## src/rtl/hbus_arbiter4.sv

```systemverilog
// hbus_arbiter4: round-robin arbiter and sequencer for a shared 4-way 16-bit mux path.
// Define ARB_TIMEOUT_EN to force release of a grant whose consumer stalls for TIMEOUT cycles.
module hbus_arbiter4 #(
  parameter int MAX_BURST = 4,
  parameter int TIMEOUT   = 8
) (
  input  logic        clk,
  input  logic        rst_n,
  input  logic [3:0]  req,
  input  logic [3:0]  last,
  input  logic [15:0] in_a,
  input  logic [15:0] in_b,
  input  logic [15:0] in_c,
  input  logic [15:0] in_d,
  input  logic        out_ready,
  output logic        out_valid,
  output logic [15:0] out_data,
  output logic [3:0]  grant,
  output logic [1:0]  sel,
  output logic        busy,
  output logic        timeout
);

  localparam logic [3:0] MAX_B = 4'(MAX_BURST);

  typedef enum logic {IDLE = 1'b0, GRANT = 1'b1} state_t;

  state_t      state_p0, state_nx;
  logic [1:0]  ptr_p0, ptr_nx;
  logic [1:0]  sel_p0, sel_nx;
  logic [3:0]  grant_p0, grant_nx;
  logic [3:0]  beat_p0, beat_nx;
  logic [1:0]  win_c;
  logic        vld_p0;
  logic        beat_done;
  logic        release_c;

`ifdef ARB_TIMEOUT_EN
  localparam logic [15:0] TMO = 16'(TIMEOUT);
  logic [15:0] stall_p0, stall_nx;
  logic        tmo_p0, tmo_nx;
  logic        tmo_hit;
`else
  logic        unused_tmo;
  assign unused_tmo = (TIMEOUT == 0);
`endif

  // First requester found scanning p, p+1, ... (mod 4); the nearest offset wins.
  function automatic logic [1:0] rr_pick(input logic [3:0] r, input logic [1:0] p);
    logic [1:0] idx;
    rr_pick = p;
    for (int k = 3; k >= 0; k--) begin
      idx = p + 2'(k);
      if (r[idx]) rr_pick = idx;
    end
  endfunction

  assign win_c = rr_pick(req, ptr_p0);

  // Stage p0: next-state and next control values
  always_comb begin
    state_nx  = state_p0;
    ptr_nx    = ptr_p0;
    sel_nx    = sel_p0;
    grant_nx  = grant_p0;
    beat_nx   = beat_p0;
    beat_done = vld_p0 & out_ready;
    release_c = 1'b0;
`ifdef ARB_TIMEOUT_EN
    stall_nx  = stall_p0;
    tmo_nx    = 1'b0;
    tmo_hit   = 1'b0;
`endif
    case (state_p0)
      IDLE: begin
        if (|req) begin
          state_nx = GRANT;
          sel_nx   = win_c;
          grant_nx = 4'b0001 << win_c;
          ptr_nx   = win_c + 2'd1;
          beat_nx  = '0;
`ifdef ARB_TIMEOUT_EN
          stall_nx = '0;
`endif
        end
      end
      GRANT: begin
        if (beat_done) beat_nx = beat_p0 + 4'd1;
`ifdef ARB_TIMEOUT_EN
        if (beat_done) begin
          stall_nx = '0;
        end else if (vld_p0) begin
          stall_nx = stall_p0 + 16'd1;
          tmo_hit  = (stall_nx == TMO);
        end
`endif
        release_c = !req[sel_p0] | (beat_done & (last[sel_p0] | (beat_nx == MAX_B)));
`ifdef ARB_TIMEOUT_EN
        release_c = release_c | tmo_hit;
`endif
        if (release_c) begin
          state_nx = IDLE;
          grant_nx = '0;
`ifdef ARB_TIMEOUT_EN
          tmo_nx   = tmo_hit;
`endif
        end
      end
      default: ;
    endcase
  end

  // Stage p0 register: all state here is control, so all of it resets
  always_ff @(posedge clk) begin
    if (!rst_n) begin
      state_p0 <= IDLE;
      ptr_p0   <= '0;
      sel_p0   <= '0;
      grant_p0 <= '0;
      beat_p0  <= '0;
`ifdef ARB_TIMEOUT_EN
      stall_p0 <= '0;
      tmo_p0   <= 1'b0;
`endif
    end else begin
      state_p0 <= state_nx;
      ptr_p0   <= ptr_nx;
      sel_p0   <= sel_nx;
      grant_p0 <= grant_nx;
      beat_p0  <= beat_nx;
`ifdef ARB_TIMEOUT_EN
      stall_p0 <= stall_nx;
      tmo_p0   <= tmo_nx;
`endif
    end
  end

  // Output stage: combinational valid and data mux driven by the registered select
  always_comb begin
    vld_p0   = (state_p0 == GRANT) & req[sel_p0];
    out_data = in_a;
    case (sel_p0)
      2'd0: out_data = in_a;
      2'd1: out_data = in_b;
      2'd2: out_data = in_c;
      2'd3: out_data = in_d;
      default: out_data = in_a;
    endcase
  end

  assign out_valid = vld_p0;
  assign grant     = grant_p0;
  assign sel       = sel_p0;
  assign busy      = (state_p0 == GRANT);
`ifdef ARB_TIMEOUT_EN
  assign timeout   = tmo_p0;
`else
  assign timeout   = 1'b0;
`endif

endmodule
```

## config.mk

```make
export PLATFORM = sky130hd
export DESIGN_NAME = hbus_arbiter4
export DESIGN_NICKNAME = d
export VERILOG_FILES = /design/src/rtl/hbus_arbiter4.sv
export SDC_FILE = /design/constraint.sdc
export NUM_CORES = 1
export LEC_CHECK = 0
export BUFFER_PORTS_ARGS = -buffer_cell sky130_fd_sc_hd__buf_2
export CORE_UTILIZATION = 42
export DETAILED_ROUTE_END_ITERATION = 7
export GPL_ROUTABILITY_DRIVEN = 0
export PLACE_DENSITY = 0.83
export SLEW_MARGIN = 15
export SYNTH_ARGS = -nofsm -noshare
export SYNTH_HDL_FRONTEND = slang
export SYNTH_SLANG_ARGS = --single-unit
```

## constraint.sdc

```tcl
create_clock -name clk -period 5 [get_ports clk]
set_input_delay 0.5 -clock clk [delete_from_list [all_inputs] [get_ports clk]]
set_output_delay 0.5 -clock clk [all_outputs]
set_load 0.005 [all_outputs]
```

Word-level counts from Yosys, hierarchy flattened
Cells that the tools add are included.

ROM bits: 0. Input port bits: 75. Bits in latches: 0. Output and inout bits: 25. Register bits: 13. Memory bits (writable): 0. Memories kept: 0.

Reductions and logical operators: 5. Multiply operators: 0. Add/sub/neg operators: 5. Div/mod/pow operators: 0. Shift-type cells: 1. Equality and inequality tests: 6. Bitwise logic cells: 6. Magnitude comparators: 5. Muxes and demuxes: 27.

Operators with widths (count): 16-bit one-hot mux with 4 select lines (1); 4-bit two-way mux (5); 4-bit one-hot mux with 2 select lines (2); 2-bit by 3-bit < comparator with 1-bit output, second input constant (5); 1-bit binary-select mux with 2-bit select (6); 1-bit two-way mux (8); 2-bit two-way mux (4); 2-bit by 1-bit adder with 2-bit output, second input constant (2); 2-bit adder, second input constant (2); 4-bit by 1-bit adder with 4-bit output, second input constant (1); 2-bit equality test, second input constant (2); 4-bit by 3-bit equality test with 1-bit output, second input constant (1); 2-bit AND reduction (2); 4-bit OR reduction (1); 1-bit by 2-bit left shift with 4-bit output, first input constant (1); 1-bit AND (3); 2-bit by 1-bit equality test with 1-bit output, second input constant (1); 2-bit logical NOT (1); 2-bit by 1-bit != test with 1-bit output, second input constant (1); 2-bit != test, second input constant (1); 1-bit bitwise OR (2); 1-bit one-hot mux with 2 select lines (1); 1-bit logical NOT (1); 1-bit inverter (1).

Depth between registers and ports, before layout
Gate-level depths: netlist of run 1.

Word-level depth: 12. Gate-level depth with buffers: 8.

Worst setup path before layout of run 1
No wires, ideal clock.

Path type: reg-to-output. Start point: register sel_p0[0], in the netlist sel[0]. End point: output port out_data[10]. Cell stages (with the launch flop): 4. Path buffers: 2. Arrival time: 1.399 ns. Slack: 3.101 ns. Required time: 4.500 ns. Path through: dfxtp_1 > buf_4 > buf_2 > mux4_2.

Cells in the longest elaborated chain, start to end: 2. Elaborated cells between the ends (all ways): 5. Classes of those cells: 3 x eq/ne; 1 x mux; 1 x reduce/logical.

RTL lines: from (decl) (line 30) `logic [1:0] sel_p0, sel_nx;`; from (signal assigned) (line 128) `sel_p0 <= sel_nx;`; 2-bit equality test, or another cell as far along (line 142) `case (sel_p0)`; 16-bit one-hot mux with 4 select lines (*) (line 142); to (decl) (line 17) `output logic [15:0] out_data,`.

Every way passes the cells marked *; elsewhere a longest branch is shown, timed or not.

Worst setup path after layout of run 1
Start point: register sel_p0[1], in the netlist sel[1]. End point: output port out_valid.

Cells in the longest elaborated chain, start to end: 3.

RTL lines: 1-bit binary-select mux with 2-bit select (line 140) `vld_p0 = (state_p0 == GRANT) & req[sel_p0];`; 1-bit two-way mux (implied by the code) (line 140); 1-bit AND (line 140); to (decl) (line 16) `output logic out_valid,`.

Every way passes these cells. The select of a mux whose other input is x is not followed.

==> results of run 1 <==
[layer usage]
metal | track usage | up-vias | part of all wire
li1 | - | 643 | -
met1 | 0.282 | 623 | 0.40
met2 | 0.386 | 56 | 0.51
met3 | 0.0656 | 3 | 0.082
met4 | 0.0750 | 0 | 0.0085
met5 | 0 | - | 0
[through the flow]
stage,util,hold slack [ps],total power (uW)
floorplan,-,465,231
global placement,0.622,480,299
detailed placement,0.622,486,302
CTS,0.632,455,368
global route,0.632,458,393
finish,0.632,458,366
[power groups by stage]
stage                     combinational (uW)  clock [uW]  sequential [uW]
final                                    173        65.8              127
after CTS                                174        67.8              126
after detailed placement                 174           0              129
after floorplan                          112           0              119
after global routing                     191        73.4              129
after global placement                   171           0              128
[worst max-delay path by stage]
| stage | to | slack, ps | cells after the start |
|---|---|---|---|
| finish | out_valid | 2340 | 3 |
| global route | out_valid | 2170 | 3 |
| CTS | out_valid | 2310 | 3 |
| detailed placement | out_valid | 2620 | 3 |
| global placement | out_valid | 2640 | 3 |
| floorplan | out_data[10] | 3100 | 3 |
[sequential cells by signal (all words and copies together), names as in the netlist]
register  count
sel           2
ptr_p0        2
grant         4
beat_p0       4
busy          1
[cell usage in the layout, fill, tap and decap left out, drive strengths merged, types with 2 or more instances in the layout]
cell     n
a211oi   4
a21oi   10
a31o     2
and2     3
and3     2
buf     99
clkbuf   4
dfxtp   13
ha       5
inv      5
mux2     2
mux2i    2
mux4    17
nand2    7
nor2     7
nor2b    3
o211ai   2
o21ai    8
xor2     2
[final cells by class]
class                   count  area (um2)  share of cell area
flip-flops and latches     13         260               0.151
clock buffers               4        26.3              0.0152
repair buffers             99         498               0.288
multi-input cells          90         886               0.513
inverters                   5        18.8              0.0109
well taps                  31        38.8              0.0224
[kinds of logic (layout without fill, tap and decap cells)]
kind of cell / after synthesis / count (layout) / share of synthesized area
adder cells (fa/ha/maj): 5 / 5 / 0.0521
buffers and inverters: 12 / 108 / 0.0458
multiplexers: 21 / 21 / 0.354
AO/OA/AOI/OAI: 34 / 34 / 0.188
XOR/XNOR: 2 / 2 / 0.0146
other: 1 / 1 / 0.00312
AND/OR/NAND/NOR: 27 / 27 / 0.126
flip-flops: 13 / 13 / 0.217
==> results.json, run 1 <==
{
  "synth.cell_area_mm2": 0.00120,
  "syn_to_final_growth_pct": 43.9,
  "ant_nets": 0,
  "layout_setup_ws_ps": 2340,
  "stdcell_count": 242,
  "post_cts_buffers": 0,
  "clockBufferDepth": 2,
  "dominantRegCellSynth": "dfxtp_1",
  "grt_pass1_wl_um": 5640,
  "holdPathStages": 2,
  "antenna_found_initial": 0,
  "syn_area_per_cell_um2": 10.4,
  "holdCritStartpoint": "rst_n",
  "yosys.area.top_type": "mux4_2",
  "place_ws_ps": 2620,
  "seq_power_share": 0.346,
  "crit_family": "flip-flops",
  "via_per_inst": 5.48,
  "grt_overflow": 0,
  "synth-seq-cells": 13,
  "yosysMostFrequentCell": "mux4_2",
  "r2r_start": "sel[1]",
  "first_pass_iters": 6,
  "period_share": 0.533,
  "synth_commonest_cells": "mux4_2 (17), dfxtp_1 (13), a21oi_1 (10)",
  "synth-async-reset-ratio": 0,
  "grt_max_degree": 22,
  "fin_crit_ps": 2660,
  "ir_drop_mv": 0.184,
  "tightest_slew_ps": 830,
  "cts_hold_buf": 0,
  "cts_tree": "yes",
  "finalInstanceArea_mm2": 0.00173,
  "worstSetupStartpoint": "sel[1]",
  "place_area_mm2": 0.00170,
  "hpwlAfterDp_um": 2840,
  "ys_seq_area_frac": 0.217,
  "dieArea_mm2": 0.00308,
  "root_buffer": "clkbuf_4",
  "rr_endpoint": "beat_p0[1]",
  "power_frac_comb": 0.474,
  "num_antenna_cells": 0,
  "cp-end-kind": "output port",
  "h-tree-depth": 1,
  "leakage_uw": 0.000817,
  "first_global_vias": 1279,
  "cts_resized": 0,
  "synth_cells": 115,
  "path_max_fanout": 21,
  "finalSetupTns_ps": 0,
  "fmax_ghz": 0.376,
  "synth_edf_count": 0,
  "maxSlewHeadroom": 0.446,
  "maxSlewViolCount": 0,
  "hold_end": "beat_p0[1]",
  "outcome": "finished, final reports clean",
  "placed_cells": 238,
  "synth.top_cells.by_area": "mux4_2 (32%), dfxtp_1 (22%), ha_1 (5.2%)",
  "hold_viol": 0,
  "fillers": 240,
  "crit_required_ps": 4500,
  "p_sw_frac": 0.339,
  "reg2reg_depth": 4,
  "r2r_setup_slack_ps": 2870,
  "critPathSlowestCell": "dfxtp_1",
  "setup_viol": 0,
  "pwr-share-clk": 0.180,
  "switching_power_uw": 124,
  "core_area_mm2": 0.00273,
  "routed_wl_um": 3410,
  "portBuffers": 98,
  "cts_inserted_buffers": 3,
  "ys_warn_count": 0,
  "grt_usage": 0.229,
  "cp.arrival_ps": 2160,
  "synth_nets": 195,
  "crit_type": "reg2out",
  "slowest_delay_ps": 870,
  "clk-insertion-delay-late_ps": 280,
  "p_int_uw": 242,
  "powerDensity_mw_per_mm2": 212,
  "post-route-drc-count": 0,
  "ios": 100,
  "cap_violations": 0,
  "yosysUniqueCellTypes": 36,
  "die_y_um": 55.5,
  "critPathBufInv": 1,
  "start_util": 0.439,
  "startpoint_type": "flop",
  "clkTransAtPathRegs_ps": 80,
  "nets": 292,
  "die_width_um": 55.5,
  "cp_cell_sequence": "mux4_2, and2_2, buf_2",
  "drt_iter0_markers": 60,
  "yosys.area.top_type_share": 0.319,
  "cts_sinks": 13,
  "finalClockSkew_ps": 0.374,
  "rows": 19,
  "holdCritPathClass": "in2reg",
  "wl_per_cell_um": 14.1,
  "drive_gt1_frac": 0.597,
  "vias": 1325,
  "rsz0062_at_grt": "false"
}
Note: power is estimated with default switching activity, not from simulation.
==> run 2: changes to the inputs <==
- CORE_UTILIZATION: 42 -> 39
- PLACE_DENSITY: 0.83 -> 0.78
- clock period: 5 -> 2.7 ns (I/O delays scaled with it)
==> results.json, run 2 (synthesis gave the netlist of run 1 again) <==
{
  "post_cts_buffers": 0,
  "post-route-drc-count": 10,
  "place_area_mm2": 0.00171,
  "cts_inserted_buffers": 3,
  "nets": 293,
  "slowest_delay_ps": 550,
  "grt_usage": 0.209,
  "ios": 100,
  "first_global_vias": 1271,
  "finalSetupTns_ps": 0,
  "reg2reg_depth": 7,
  "core_area_mm2": 0.00283,
  "first_pass_iters": 6,
  "path_max_fanout": 18,
  "leakage_uw": 0.000822,
  "maxSlewViolCount": 0,
  "die_y_um": 57.5,
  "hpwlAfterDp_um": 2950,
  "antenna_found_initial": 0,
  "r2r_setup_slack_ps": 940,
  "via_per_inst": 5.55,
  "clk-insertion-delay-late_ps": 270,
  "cts_hold_buf": 0,
  "routed_wl_um": 3530,
  "critPathBufInv": 2,
  "power_frac_comb": 0.494,
  "wl_per_cell_um": 14.5,
  "cts_resized": 0,
  "vias": 1348,
  "crit_family": "multiplexers",
  "p_int_uw": 449,
  "rsz0062_at_grt": "false",
  "drt_iter0_markers": 66,
  "grt_pass1_wl_um": 5420,
  "p_sw_frac": 0.334,
  "period_share": 0.741,
  "h-tree-depth": 1,
  "holdPathStages": 2,
  "cts_tree": "yes",
  "ir_drop_mv": 0.289,
  "holdCritPathClass": "in2reg",
  "cp-end-kind": "output port",
  "critPathSlowestCell": "mux4_2",
  "cp.arrival_ps": 1730,
  "start_util": 0.425,
  "portBuffers": 98,
  "crit_required_ps": 2430,
  "clockBufferDepth": 2,
  "maxSlewHeadroom": 0.637,
  "fin_crit_ps": 2000,
  "startpoint_type": "flop",
  "tightest_slew_ps": 542,
  "clkTransAtPathRegs_ps": 70,
  "fmax_ghz": 0.500,
  "finalInstanceArea_mm2": 0.00174,
  "outcome": "finished, violations left",
  "dieArea_mm2": 0.00331,
  "rows": 19,
  "pwr-share-clk": 0.174,
  "crit_type": "reg2out",
  "root_buffer": "clkbuf_4",
  "fillers": 254,
  "drive_gt1_frac": 0.599,
  "syn_to_final_growth_pct": 44.5,
  "cts_sinks": 13,
  "violations": "DRC",
  "die_width_um": 57.5,
  "final_common_cell": "buf_2",
  "grt_max_degree": 21,
  "ant_nets": 0,
  "num_antenna_cells": 0,
  "hold_viol": 0,
  "grt_overflow": 0,
  "seq_power_share": 0.332,
  "finalClockSkew_ps": 0.499,
  "mostFrequentLayoutCells": "buf_2 (98), mux4_2 (17), dfxtp_1 (13)",
  "cp_cell_sequence": "buf_4, mux4_2, buf_2",
  "switching_power_uw": 225,
  "powerDensity_mw_per_mm2": 389,
  "cap_violations": 0,
  "setup_viol": 0,
  "path_depth": 3
}
==> run 2: metal layers <==
metal / up-vias / global-route usage / share of wire
li1: 649 / - / -
met4: 0 / 0.0592 / 0.0082
met3: 4 / 0.0454 / 0.092
met5: - / 0 / 0
met1: 631 / 0.239 / 0.38
met2: 64 / 0.389 / 0.52
==> run 2: power groups by stage <==
stage | Sequential [uW] | Combinational [uW] | Clock (uW)
finish | 224 | 333 | 117
global route | 227 | 366 | 131
CTS | 224 | 335 | 122
detailed placement | 228 | 334 | 0
global placement | 228 | 328 | 0
floorplan | 221 | 207 | 0
==> run 2: worst reg2reg max path: stages (launching register included) <==
cell      delay, ps
dfxtp_1         460
nor2_1           80
a221o_1         310
o22ai_1         250
inv_1           100
ha_1            200
o21ai_0         150
a211oi_1         90
==> run 2: final timing paths <==
path / from / end
worst max-delay path: sel[0] / out_data[13]
worst min-delay path: rst_n / beat_p0[1]
worst max register to register: ptr_p0[1] / grant[2]
worst min register to register: beat_p0[3] / beat_p0[3]
==> run 2: through the flow <==
step | hold WS, ps | util | instances | setup slack (ps) | power (uW)
after floorplan | 392 | - | 115 | 987 | 428
after CTS | 238 | 0.613 | 243 | 677 | 681
after global placement | 497 | 0.604 | 239 | 955 | 556
final | 246 | 0.613 | 243 | 698 | 674
after detailed placement | 502 | 0.604 | 239 | 921 | 562
after global routing | 246 | 0.613 | 243 | 593 | 724
==> run 2: cell type report <==
| cell class | instances | area (um2) | area share |
|---|---|---|---|
| multi-input combinational | 90 | 886 | 0.510 |
| inverter | 5 | 18.8 | 0.0108 |
| clock buffer | 4 | 26.3 | 0.0151 |
| timing repair buffer | 100 | 505 | 0.291 |
| sequential | 13 | 260 | 0.150 |
| tap | 31 | 38.8 | 0.0224 |
